$ cat config.mk
export PLATFORM = sky130hd
export DESIGN_NAME = oam_dma_ctrl_flat
export DESIGN_NICKNAME = d
export VERILOG_FILES = /design/src/rtl/oam_dma_ctrl_if.sv /design/src/rtl/oam_dma_ctrl.sv /design/src/flat_wrapper.sv
export SDC_FILE = /design/constraint.sdc
export NUM_CORES = 1
export LEC_CHECK = 0
export ABC_AREA = 0
export BUFFER_PORTS_ARGS = -buffer_cell sky130_fd_sc_hd__buf_4
export CORE_ASPECT_RATIO = 1.25
export CORE_MARGIN = 1
export CORE_UTILIZATION = 55
export CTS_CLUSTER_SIZE = 40
export DETAILED_ROUTE_END_ITERATION = 7
export GPL_TIMING_DRIVEN = 1
export PLACE_DENSITY = 0.84
export SYNTH_ARGS = -nofsm -noshare
export SYNTH_HDL_FRONTEND = slang
export SYNTH_SLANG_ARGS = --single-unit
$ cat constraint.sdc
create_clock -name ppu_clk -period 3.06 [get_ports ppu_clk]
set_input_delay 0.153 -clock ppu_clk [delete_from_list [all_inputs] [get_ports ppu_clk]]
set_output_delay 0.153 -clock ppu_clk [all_outputs]
set_load 0.005 [all_outputs]
$ cat src/rtl/oam_dma_ctrl_if.sv
// rtl/oam_dma_ctrl_if.sv - CPU bus / DMA bus-mux signal bundle for the OAM DMA sequencer
interface oam_dma_ctrl_if;
    logic        cpu_ce;
    logic [15:0] bus_addr;
    logic [7:0]  bus_din;
    logic        bus_wr;
    logic        odd_or_even;
    logic [7:0]  rd_data;
    logic        dma_hijack;
    logic [15:0] dma_addr;
    logic        dma_wr;
    logic [7:0]  dma_dout;
    logic        busy;
    logic        done;

    modport master (
        output cpu_ce, bus_addr, bus_din, bus_wr, odd_or_even, rd_data,
        input  dma_hijack, dma_addr, dma_wr, dma_dout, busy, done
    );

    modport slave (
        input  cpu_ce, bus_addr, bus_din, bus_wr, odd_or_even, rd_data,
        output dma_hijack, dma_addr, dma_wr, dma_dout, busy, done
    );
endinterface

$ cat src/rtl/oam_dma_ctrl.sv
// rtl/oam_dma_ctrl.sv - sprite DMA sequencer copying one CPU page into OAM via the OAM data port
module oam_dma_ctrl #(
    parameter logic [15:0] DMA_REG_ADDR  = 16'h4014,
    parameter logic [15:0] OAM_DATA_ADDR = 16'h2004
) (
    input  logic             ppu_clk,
    input  logic             reset,
    oam_dma_ctrl_if.slave    bus
);

    typedef enum logic [2:0] {
        S_IDLE,
        S_HALT,
        S_ALIGN,
        S_READ,
        S_WRITE
    } state_t;

    state_t      state_q, state_d;
    logic [7:0]  page_q, page_d;
    logic [7:0]  idx_q, idx_d;
    logic [7:0]  latch_q, latch_d;
    logic        hijack_q, hijack_d;
    logic [15:0] addr_q, addr_d;
    logic        wr_q, wr_d;
    logic [7:0]  dout_q, dout_d;
    logic        done_q, done_d;

    always_ff @(posedge ppu_clk) begin
        if (reset) begin
            state_q  <= S_IDLE;
            page_q   <= 8'h00;
            idx_q    <= 8'h00;
            latch_q  <= 8'h00;
            hijack_q <= 1'b0;
            addr_q   <= 16'h0000;
            wr_q     <= 1'b0;
            dout_q   <= 8'h00;
            done_q   <= 1'b0;
        end else begin
            state_q  <= state_d;
            page_q   <= page_d;
            idx_q    <= idx_d;
            latch_q  <= latch_d;
            hijack_q <= hijack_d;
            addr_q   <= addr_d;
            wr_q     <= wr_d;
            dout_q   <= dout_d;
            done_q   <= done_d;
        end
    end

    always_comb begin
        state_d = state_q;
        page_d  = page_q;
        idx_d   = idx_q;
        latch_d = latch_q;
        done_d  = 1'b0;

        if (bus.cpu_ce) begin
            case (state_q)
                S_IDLE: begin
                    if (bus.bus_wr && (bus.bus_addr == DMA_REG_ADDR)) begin
                        page_d  = bus.bus_din;
                        idx_d   = 8'h00;
                        state_d = S_HALT;
                    end
                end
                S_HALT:  state_d = bus.odd_or_even ? S_ALIGN : S_READ;
                S_ALIGN: state_d = S_READ;
                S_READ: begin
                    latch_d = bus.rd_data;
                    state_d = S_WRITE;
                end
                S_WRITE: begin
                    // End on idx FF rather than on wrap so page never advances.
                    if (idx_q == 8'hFF) begin
                        state_d = S_IDLE;
                        done_d  = 1'b1;
                    end else begin
                        idx_d   = idx_q + 8'h01;
                        state_d = S_READ;
                    end
                end
                default: state_d = S_IDLE;
            endcase
        end

        // Outputs are decoded from next state and registered, keeping bus_* off the output path.
        hijack_d = (state_d != S_IDLE);
        wr_d     = (state_d == S_WRITE);
        addr_d   = 16'h0000;
        dout_d   = 8'h00;
        case (state_d)
            S_READ:  addr_d = {page_d, idx_d};
            S_WRITE: begin
                addr_d = OAM_DATA_ADDR;
                dout_d = latch_d;
            end
            default: ;
        endcase
    end

    assign bus.dma_hijack = hijack_q;
    assign bus.busy       = hijack_q;
    assign bus.dma_addr   = addr_q;
    assign bus.dma_wr     = wr_q;
    assign bus.dma_dout   = dout_q;
    assign bus.done       = done_q;

endmodule

$ cat src/flat_wrapper.sv
// flat-port wrapper written by rule: the top's interface ports become plain ports
module oam_dma_ctrl_flat 
#(
    parameter logic [15:0] DMA_REG_ADDR  = 16'h4014,
    parameter logic [15:0] OAM_DATA_ADDR = 16'h2004
)
  (ppu_clk, reset, bus_cpu_ce, bus_bus_addr, bus_bus_din, bus_bus_wr, bus_odd_or_even, bus_rd_data, bus_dma_hijack, bus_dma_addr, bus_dma_wr, bus_dma_dout, bus_busy, bus_done);
  oam_dma_ctrl_if bus_i ();
  input  logic ppu_clk;
  input  logic reset;
  input wire logic [$bits(bus_i.cpu_ce)-1:0] bus_cpu_ce;
  input wire logic [$bits(bus_i.bus_addr)-1:0] bus_bus_addr;
  input wire logic [$bits(bus_i.bus_din)-1:0] bus_bus_din;
  input wire logic [$bits(bus_i.bus_wr)-1:0] bus_bus_wr;
  input wire logic [$bits(bus_i.odd_or_even)-1:0] bus_odd_or_even;
  input wire logic [$bits(bus_i.rd_data)-1:0] bus_rd_data;
  output wire logic [$bits(bus_i.dma_hijack)-1:0] bus_dma_hijack;
  output wire logic [$bits(bus_i.dma_addr)-1:0] bus_dma_addr;
  output wire logic [$bits(bus_i.dma_wr)-1:0] bus_dma_wr;
  output wire logic [$bits(bus_i.dma_dout)-1:0] bus_dma_dout;
  output wire logic [$bits(bus_i.busy)-1:0] bus_busy;
  output wire logic [$bits(bus_i.done)-1:0] bus_done;
  assign bus_i.cpu_ce = bus_cpu_ce;
  assign bus_i.bus_addr = bus_bus_addr;
  assign bus_i.bus_din = bus_bus_din;
  assign bus_i.bus_wr = bus_bus_wr;
  assign bus_i.odd_or_even = bus_odd_or_even;
  assign bus_i.rd_data = bus_rd_data;
  assign bus_dma_hijack = bus_i.dma_hijack;
  assign bus_dma_addr = bus_i.dma_addr;
  assign bus_dma_wr = bus_i.dma_wr;
  assign bus_dma_dout = bus_i.dma_dout;
  assign bus_busy = bus_i.busy;
  assign bus_done = bus_i.done;
  oam_dma_ctrl #(.DMA_REG_ADDR(DMA_REG_ADDR), .OAM_DATA_ADDR(OAM_DATA_ADDR)) u_core (.ppu_clk(ppu_clk), .reset(reset), .bus(bus_i));
endmodule
=== Word-level counts from Yosys, hierarchy flattened ===
Cells that the tools add are included.

* Register bits after elaboration: 54
* Latch bits: 0
* Bits in writable memories: 0
* Memory bits (read-only): 0
* Output and inout port bits: 28
* Memories kept: 0

* $add $sub $neg: 1
* $mul: 0
* Div/mod/pow operators: 0
* Magnitude comparators: 0
* Eq/ne operators: 8
* Shift operators: 0
* Mux-type cells: 16
* Bitwise operators: 3
* Reductions and logical operators: 5

{| class="wikitable"
|+ Operator list
! kind !! number
|-
| 2-to-1 mux 8 bit || 8
|-
| case mux 16 bit (2 select lines) || 1
|-
| == test 16 x 15 -> 1 bit, second input constant || 1
|-
| case mux 8 bit (2 select lines) || 1
|-
| case mux 3 bit (5 select lines) || 1
|-
| == test 3 x 2 -> 1 bit, second input constant || 3
|-
| adder 8 x 1 -> 8 bit, second input constant || 1
|-
| == test 8 bit, second input constant || 1
|-
| == test 3 bit, second input constant || 2
|-
| 2-to-1 mux 3 bit || 2
|-
| == test 3 x 1 -> 1 bit, second input constant || 1
|-
| zero test 3 bit || 1
|-
| inverter 1 bit || 3
|-
| nonzero test 3 bit || 1
|-
| OR reduction 3 bit || 1
|-
| 2-to-1 mux 1 bit || 2
|-
| 2-to-1 mux 2 bit || 1
|-
| OR reduction 2 bit || 1
|-
| logical AND 1 bit || 1
|}

=== Longest topological paths before layout ===
Gate-level depths: netlist of run 1.

* Depth in word-level cells: 8
* Mapped depth: 8

=== Least setup slack after synthesis of run 1 ===
Ideal clock, no wire load.

* Kind: reg2reg
* From: reg u_core.idx_q[0]
* To: reg u_core.addr_q[13] (netlist: u_core.bus.dma_addr[13])
* Library setup time: 0.123 ns
* Arrival time: 1.612 ns
* Required time: 2.937 ns
* Path slack: 1.325 ns
* Stages on the path, launching flop included: 8
* Buffers on the path: 1
* Path through: dfxtp_1 -> ha_1 -> nand3_1 -> nor2_1 -> o21ai_2 -> o211ai_4 -> buf_6 -> o22ai_2

* Longest elaborated chain between the ends: 6
* Elaborated cells between the ends (all ways): 7
* Those cells by class: 3 x eq/ne; 4 x mux

{| class="wikitable"
|+ Ends and longest elaborated chain
! item !! RTL line !! source
|-
| start, declared || oam_dma_ctrl.sv:21 || <nowiki>logic [7:0] idx_q, idx_d;</nowiki>
|-
| start signal, assigned || oam_dma_ctrl.sv:43 || <nowiki>idx_q <= idx_d;</nowiki>
|-
| == test 8 bit (*) || oam_dma_ctrl.sv:77 || <nowiki>if (idx_q == 8'hFF) begin</nowiki>
|-
| 2-to-1 mux 2 bit (*) || oam_dma_ctrl.sv:77 ||
|-
| case mux 3 bit (5 select lines) (*) || oam_dma_ctrl.sv:61 || <nowiki>case (state_q)</nowiki>
|-
| 2-to-1 mux 3 bit (*) || oam_dma_ctrl.sv:60 || <nowiki>if (bus.cpu_ce) begin</nowiki>
|-
| == test 3 bit or == test 3 x 2 -> 1 bit (tied branches) || oam_dma_ctrl.sv:94 || <nowiki>case (state_d)</nowiki>
|-
| case mux 16 bit (2 select lines) (*) || oam_dma_ctrl.sv:94 ||
|-
| end signal, assigned || oam_dma_ctrl.sv:46 || <nowiki>addr_q <= addr_d;</nowiki>
|-
| end, declared || oam_dma_ctrl.sv:24 || <nowiki>logic [15:0] addr_q, addr_d;</nowiki>
|}

Mark *: on every way between the ends. The rest lies on a longest branch, timed or not.
A chain may end at the register's enable or synchronous reset.

=== Worst setup path after layout of run 1 ===
Same ends and word-level chain as after synthesis.

==> impl_summary.log, run 1 <==
[metrics] status: finished, final reports clean
[metrics] total power density per cell area: 421 mW/mm^2
[metrics] nets@finish: 313
[metrics] die extent in x: 59.1 um
[metrics] synthesized instance count: 216
[metrics] share of power burned in the clock network: 36.2%
[metrics] IO Count: 65
[metrics] Synth Register Bits: 54
[metrics] number of buffers on the longest clock path: 2
[metrics] ordered cell list for the critical path: ha_1 -> nand3_1 -> nor2_1 -> o21ai_2 -> o211ai_4 -> o22ai_2
[metrics] startpoint type of the worst setup path: flip-flop
[metrics] Worst Path Max Fanout: 16
[metrics] data arrival time of the worst path: 2.30 ns
[metrics] die extent in y: 73.4 um
[metrics] GP Congestion: 0.875
[metrics] proportion of total power due to net switching: 22.0%
[metrics] Setup TNS: 0 ns
[metrics] required time at the worst-slack endpoint: 3.23 ns
[metrics] # Max-Cap Violations: 0
[metrics] DR vias: 1760
[metrics] largest vdd supply drop: 474 uV
[metrics] measured slew at the worst slew-check pin: 0.723 ns
[metrics] Worst R2R Path Depth: 6
[metrics] number of detailed-route iterations in the first pass: 4
[metrics] CTS Hold Bufs: 0
[metrics] Final setup violation count: 0
[metrics] Most used DFF post-synth: dfxtp_1
[metrics] master cell of the clock root buffer: clkbuf_8
[metrics] cell area after placement: 0.00272 sq mm
[metrics] detailed-route wire length per cell: 13.7 um
[metrics] number of setup buffers added after CTS: 0
[metrics] area of all placed cells without fillers: 0.00282 sq mm
[metrics] number of DRC markers after the initial detailed-route iteration: 40
[metrics] first-pass GRT wire length: 7040 um
[metrics] Worst Path Class, Setup: flip-flop to flip-flop
[metrics] largest net degree at the start of global routing: 43
[metrics] ranking of synthesized cells by area: dfxtp_1 48%, mux2i_1 6.7%, nor2_1 3.7%
[metrics] area of the core: 0.00385 sq mm
[metrics] Starting Density: 58.3%
[metrics] Layout Area Growth over Synthesis: 25.9%
[metrics] ratio of final minimum period to clock period: 69.5%
[metrics] DRT antenna net count: 0
[metrics] number of nets in the synthesized netlist: 254
[metrics] Warnings, synthesis: 0
[metrics] antenna violations before repair: 0
[metrics] synthesized cell area: 0.00224 sq mm
[metrics] drt total wl: 4530 um
[metrics] DRC Markers: 0
[metrics] total design power: 1.19 mW
[metrics] internal power summed over all cells: 0.927 mW
[metrics] area share of the largest cell type after synthesis: 48.2%
[metrics] synth unique cells: 57
[metrics] CP max stage cell: o211ai_4
[metrics] remaining global-route overflow: 0
[metrics] hold-critical path depth: 3
[metrics] reported leakage power: 1.13 nW
[metrics] Post-synth EDFFs: 0
[metrics] via-per-instance ratio: 5.33
[metrics] number of H-tree branching levels: 2
[metrics] clock-pin slew reported for the worst setup and hold paths after clock tree synthesis: 0.10 ns
[metrics] later-pin clock latency in the skew report: 0.31 ns
[metrics] die footprint: 0.00434 sq mm
[metrics] CTS sink count: 54
[metrics] number of slew-limit violations in the final report: 0
[metrics] stages on the worst setup path: 6
[metrics] Critical Path End Type: flip-flop
[metrics] ratio of cells with drive above 1 in the final layout: 38.0%
[metrics] TritonCTS clock tree: yes
[metrics] sum of buffers and inverters on the critical path: 0
[metrics] sequential fraction of the synthesis area: 48.2%
[metrics] vias in the first global route: 1579
[metrics] estimated wirelength of the detail-placed design: 3180 um
[metrics] clk_skew: 0.00713 ns
[metrics] diodes inserted: 0
[metrics] Yosys top cell by area: dfxtp_1
[metrics] setup repair after global routing missed its margin: false
[metrics] Post-synth ARST share: 0%
[metrics] endpoints failing hold: 0
[metrics] sequential group share of total power: 59.0%
[metrics] top cell family by delay on the critical path: compound AO/OA/AOI/OAI gates
[metrics] core utilization of the finished layout: 73.4%
[metrics] number of clock buffers inserted by TritonCTS: 5
[metrics] delay of the slowest cell on the worst path: 0.62 ns
[metrics] Switch Pwr: 0.262 mW
[metrics] HP Class: primary input to flip-flop
[metrics] fmax: 470 MHz
[metrics] Gates resized, CTS repair: 0
[metrics] IO buf count: 64
[metrics] Avg Synthesized Cell Area: 10.4 sq um
[metrics] minimum period implied by the final worst setup slack: 2.13 ns
[metrics] Total GRT Usage: 21.9%
[metrics] share of total power in combinational logic: 4.8%
[metrics] site row count: 25
[metrics] tightest slew margin relative to the limit: 51.6%
synthesized netlist by cell type, types with 2 or more instances:
library cell  instances
nor3_1               11
nor2b_1               5
a211oi_2              3
nor4_2                2
a21oi_1               5
buf_2                 5
nor2_1               22
and2_1                2
buf_6                 2
buf_4                 2
nand3_1               5
inv_1                 7
a211oi_1              2
nor3_2                8
nor4_1                3
o21ai_1               3
xor2_1                2
or3_1                 3
a41oi_1               3
o21ai_2               3
dfxtp_1              54
a31o_2                2
o22ai_2               2
nand4_1               3
clkbuf_1              3
mux2i_1              15
nand2_1               8
a21bo_2               2
path summary, 6_finish.rpt:
kind         slack, ns                            endpoint                         start
max               0.93  u_core.bus.dma_addr[13]$_SDFF_PP0_    u_core.idx_q[0]$_SDFF_PP0_
min               0.09        u_core.latch_q[0]$_SDFF_PP0_                bus_rd_data[0]
max reg2reg       0.93  u_core.bus.dma_addr[13]$_SDFF_PP0_    u_core.idx_q[0]$_SDFF_PP0_
min reg2reg       0.51        u_core.latch_q[0]$_SDFF_PP0_  u_core.latch_q[0]$_SDFF_PP0_
stage by stage:
stage | cells | hold slack (ns) | setup WS, ns
final | 330 | 0.0929 | 0.932
after floorplan | 216 | 0.222 | 1.32
after detailed placement | 322 | 0.415 | 0.979
after global placement | 322 | 0.408 | 1.05
after CTS | 330 | 0.0858 | 0.942
after global routing | 330 | 0.0996 | 0.703
cell families after synthesis:
logic type / share of synthesized area [%]
simple gates: 22.9
flops: 48.2
compound gates: 15.8
buf+inv: 4.63
mux: 6.70
xor+xnor: 1.17
fa+ha+maj: 0.558
cells in the final DEF (no fill, tap or decap), types with 2 or more instances in the layout:
cell,synthesis,layout
nor4_2,2,2
nor4_1,3,3
nand4_1,3,3
o21ai_1,3,3
a41oi_1,3,3
o21ai_2,3,3
nor3_1,11,11
nor2b_1,5,5
a31o_2,2,2
inv_1,7,7
buf_4,2,65
nand2_1,8,8
nor2_1,22,22
a211oi_2,3,3
a21oi_1,5,5
nand3_1,5,5
nor3_2,8,8
mux2i_1,15,15
and2_1,2,2
or3_1,3,3
a21bo_2,2,2
xor2_1,2,2
dfxtp_1,54,54
o22ai_2,2,2
a211oi_1,2,2
clkbuf_8,0,6
layout make-up:
class | instances | area [sq um]
sequential | 54 | 1080
multi-input combinational | 142 | 1060
fill | 282 | 1020
timing repair buffer | 65 | 488
clock buffer | 6 | 82.6
tap | 54 | 67.6
inverter | 7 | 26.3
clock inverter | 2 | 20.0
metal layers:
metal | GRT usage, % | part of all wire, %
met3 | 5.63 | 5.4
met5 | 0 | 0
met4 | 8.73 | 1.7
met2 | 37.2 | 49
met1 | 26.1 | 43
registers in the layout (all words and copies together) (netlist names):
name	flops
u_core.bus.busy	1
u_core.bus.dma_addr	16
u_core.bus.dma_dout	8
u_core.bus.dma_wr	1
u_core.bus.done	1
u_core.idx_q	8
u_core.latch_q	8
u_core.page_q	8
u_core.state_q	3
worst register-to-register path, delay by kind of cell (launching register included):
family / cells / cell delay, ns
simple gates: 2 / 0.39
fa+ha+maj: 1 / 0.28
compound gates: 3 / 0.90
flops: 1 / 0.42
power by group through the flow:
stage / sequential, mW / combinational (mW) / clock [mW]
6_report: 0.702 / 0.0565 / 0.431
5_1_grt: 0.702 / 0.0609 / 0.465
4_1_cts: 0.702 / 0.0568 / 0.442
3_5_place_dp: 0.719 / 0.0566 / 0
3_3_place_gp: 0.719 / 0.0559 / 0
2_1_floorplan: 0.719 / 0.0174 / 0
No activity file was read; power rests on OpenSTA's default activity.
==> run 2, diff against run 1 <==
--- a/config.mk
+++ b/config.mk
@@ -9,11 +9,11 @@
 export BUFFER_PORTS_ARGS = -buffer_cell sky130_fd_sc_hd__buf_4
 export CORE_ASPECT_RATIO = 1.25
 export CORE_MARGIN = 1
-export CORE_UTILIZATION = 55
+export CORE_UTILIZATION = 46
 export CTS_CLUSTER_SIZE = 40
 export DETAILED_ROUTE_END_ITERATION = 7
 export GPL_TIMING_DRIVEN = 1
-export PLACE_DENSITY = 0.84
+export PLACE_DENSITY = 0.75
 export SYNTH_ARGS = -nofsm -noshare
 export SYNTH_HDL_FRONTEND = slang
 export SYNTH_SLANG_ARGS = --single-unit
==> constraint.sdc (replaced) <==
create_clock -name ppu_clk -period 1.9 [get_ports ppu_clk]
set_input_delay 0.095 -clock ppu_clk [delete_from_list [all_inputs] [get_ports ppu_clk]]
set_output_delay 0.095 -clock ppu_clk [all_outputs]
set_load 0.005 [all_outputs]
==> impl_summary.log, run 2 (synthesized netlist as in run 1, its figures left out) <==
[metrics] filler cell count: 413
[metrics] area of the core: 0.00469 sq mm
[metrics] number of clock buffers inserted by TritonCTS: 5
[metrics] nets@finish: 324
[metrics] CTS sink count: 54
[metrics] number of DRC markers after the initial detailed-route iteration: 88
[metrics] clock-pin slew reported for the worst setup and hold paths after clock tree synthesis: 0.09 ns
[metrics] via-per-instance ratio: 5.38
[metrics] number of H-tree branching levels: 2
[metrics] antenna violations before repair: 0
[metrics] DRT antenna net count: 0
[metrics] endpoints failing hold: 0
[metrics] master cell of the clock root buffer: clkbuf_8
[metrics] DR vias: 1866
[metrics] Setup TNS: 0 ns
[metrics] GP Congestion: 0.809
[metrics] Total GRT Usage: 19.1%
[metrics] IO Count: 65
[metrics] Worst Path Class, Setup: flip-flop to flip-flop
[metrics] IO buf count: 64
[metrics] diodes inserted: 0
[metrics] tightest slew margin relative to the limit: 65.6%
[metrics] Starting Density: 47.8%
[metrics] status: complete, but fails checks
[metrics] die extent in x: 64.4 um
[metrics] fmax: 554 MHz
[metrics] clk_skew: 0.00587 ns
[metrics] CP max stage cell: or3_4
[metrics] minimum period implied by the final worst setup slack: 1.80 ns
[metrics] reported leakage power: 1.19 nW
[metrics] first-pass GRT wire length: 7610 um
[metrics] die extent in y: 80.1 um
[metrics] total power density per cell area: 669 mW/mm^2
[metrics] HP Class: primary input to flip-flop
[metrics] required time at the worst-slack endpoint: 2.10 ns
[metrics] setup repair after global routing missed its margin: false
[metrics] Worst Path Max Fanout: 8
[metrics] proportion of total power due to net switching: 20.0%
[metrics] Switch Pwr: 0.394 mW
[metrics] estimated wirelength of the detail-placed design: 3420 um
[metrics] share of power burned in the clock network: 38.0%
[metrics] number of detailed-route iterations in the first pass: 6
[metrics] remaining global-route overflow: 0
[metrics] ratio of final minimum period to clock period: 94.9%
[metrics] violations in the final reports: design-rule violations
[metrics] delay of the slowest cell on the worst path: 0.42 ns
[metrics] DRC Markers: 1
[metrics] vias in the first global route: 1706
[metrics] sequential group share of total power: 57.4%
[metrics] internal power summed over all cells: 1.58 mW
[metrics] Final setup violation count: 0
[metrics] drt total wl: 4790 um
[metrics] most common cell after layout, fill and taps aside: buf_4
[metrics] number of flip-flops in the largest register: 16
[metrics] ratio of cells with drive above 1 in the final layout: 40.4%
[metrics] TritonCTS clock tree: yes
[metrics] Critical Path End Type: flip-flop
[metrics] largest vdd supply drop: 533 uV
[metrics] number of slew-limit violations in the final report: 0
[metrics] ordered cell list for the critical path: or3_4 -> nor3_4 -> o211ai_4 -> buf_4 -> a2111oi_4
[metrics] measured slew at the worst slew-check pin: 0.516 ns
[metrics] detailed-route wire length per cell: 13.8 um
[metrics] share of total power in combinational logic: 4.7%
[metrics] top library cells by usage in the layout, fill and taps aside: 74 x buf_4, 54 x dfxtp_1, 22 x nor2_1
[metrics] site row count: 28
[metrics] # Max-Cap Violations: 0
[metrics] later-pin clock latency in the skew report: 0.30 ns
[metrics] core utilization of the finished layout: 62.8%
[metrics] largest net degree at the start of global routing: 43
[metrics] data arrival time of the worst path: 2.01 ns
[metrics] die footprint: 0.00516 sq mm
[metrics] number of buffers on the longest clock path: 2
[metrics] Layout Area Growth over Synthesis: 31.5%
[metrics] startpoint type of the worst setup path: flip-flop
==> run 2: repair_timing <==
item	4_1_cts	5_1_grt
setup endpoints to repair	0	6
gates resized for setup	0	1
hold buffers	0	0
setup buffers	0	2
==> run 2: final timing paths <==
kind / from / end / slack [ns] / cells past startpoint
max reg2reg: u_core.state_q[1]$_SDFF_PP0_ / u_core.bus.dma_addr[6]$_SDFF_PP0_ / 0.1 / 5
min: bus_rd_data[3] / u_core.latch_q[3]$_SDFF_PP0_ / 0.05 / 3
max: u_core.state_q[1]$_SDFF_PP0_ / u_core.bus.dma_addr[6]$_SDFF_PP0_ / 0.1 / 5
min reg2reg: u_core.latch_q[3]$_SDFF_PP0_ / u_core.latch_q[3]$_SDFF_PP0_ / 0.50 / 2
==> run 2: area by class of cell <==
class | count | area (sq um) | share of cell area (%)
flip-flops and latches | 54 | 1080 | 36.7
repair buffers | 76 | 596 | 20.2
clock buffers | 6 | 72.6 | 2.46
inverters | 7 | 26.3 | 0.891
clock inverters | 2 | 37.5 | 1.27
multi-input cells | 142 | 1060 | 36.0
well taps | 60 | 75.1 | 2.55
==> run 2: power groups by stage <==
stage / registers [mW] / logic, mW / clock network [mW]
after global routing: 1.13 / 0.0991 / 0.818
after CTS: 1.13 / 0.0926 / 0.770
after floorplan: 1.16 / 0.0279 / 0
final: 1.13 / 0.0922 / 0.748
after global placement: 1.16 / 0.0912 / 0
after detailed placement: 1.16 / 0.0923 / 0
==> run 2: routing by layer <==
metal  global-route usage (%)  routed length, um  vias to the layer above
met5                        0                  0                        -
met4                     7.11                 75                        0
met3                     4.69                300                        9
met2                     32.7               2440                       57
met1                     22.9               1980                      883
li1                         -                  -                      917
==> run 2: critical path: cells and delay by family, from the launching register on <==
| kind | cells | cell delay, ns |
|---|---|---|
| AND/OR/NAND/NOR | 2 | 0.68 |
| AO/OA/AOI/OAI | 2 | 0.42 |
| flip-flops | 1 | 0.40 |
| buffers and inverters | 1 | 0.20 |
==> run 2: stage by stage <==
step / worst slack [ns] / hold slack [ns] / area, sq um / power [mW] / std cells
CTS: 0.103 / 0.0443 / 2930 / 1.99 / 345
global route: 0.00837 / 0.0569 / 2950 / 2.05 / 347
floorplan: 0.165 / 0.164 / 2240 / 1.19 / 216
finish: 0.0965 / 0.0489 / 2950 / 1.97 / 347
global placement: 0.135 / 0.362 / 2820 / 1.25 / 337
detailed placement: 0.101 / 0.365 / 2820 / 1.25 / 337
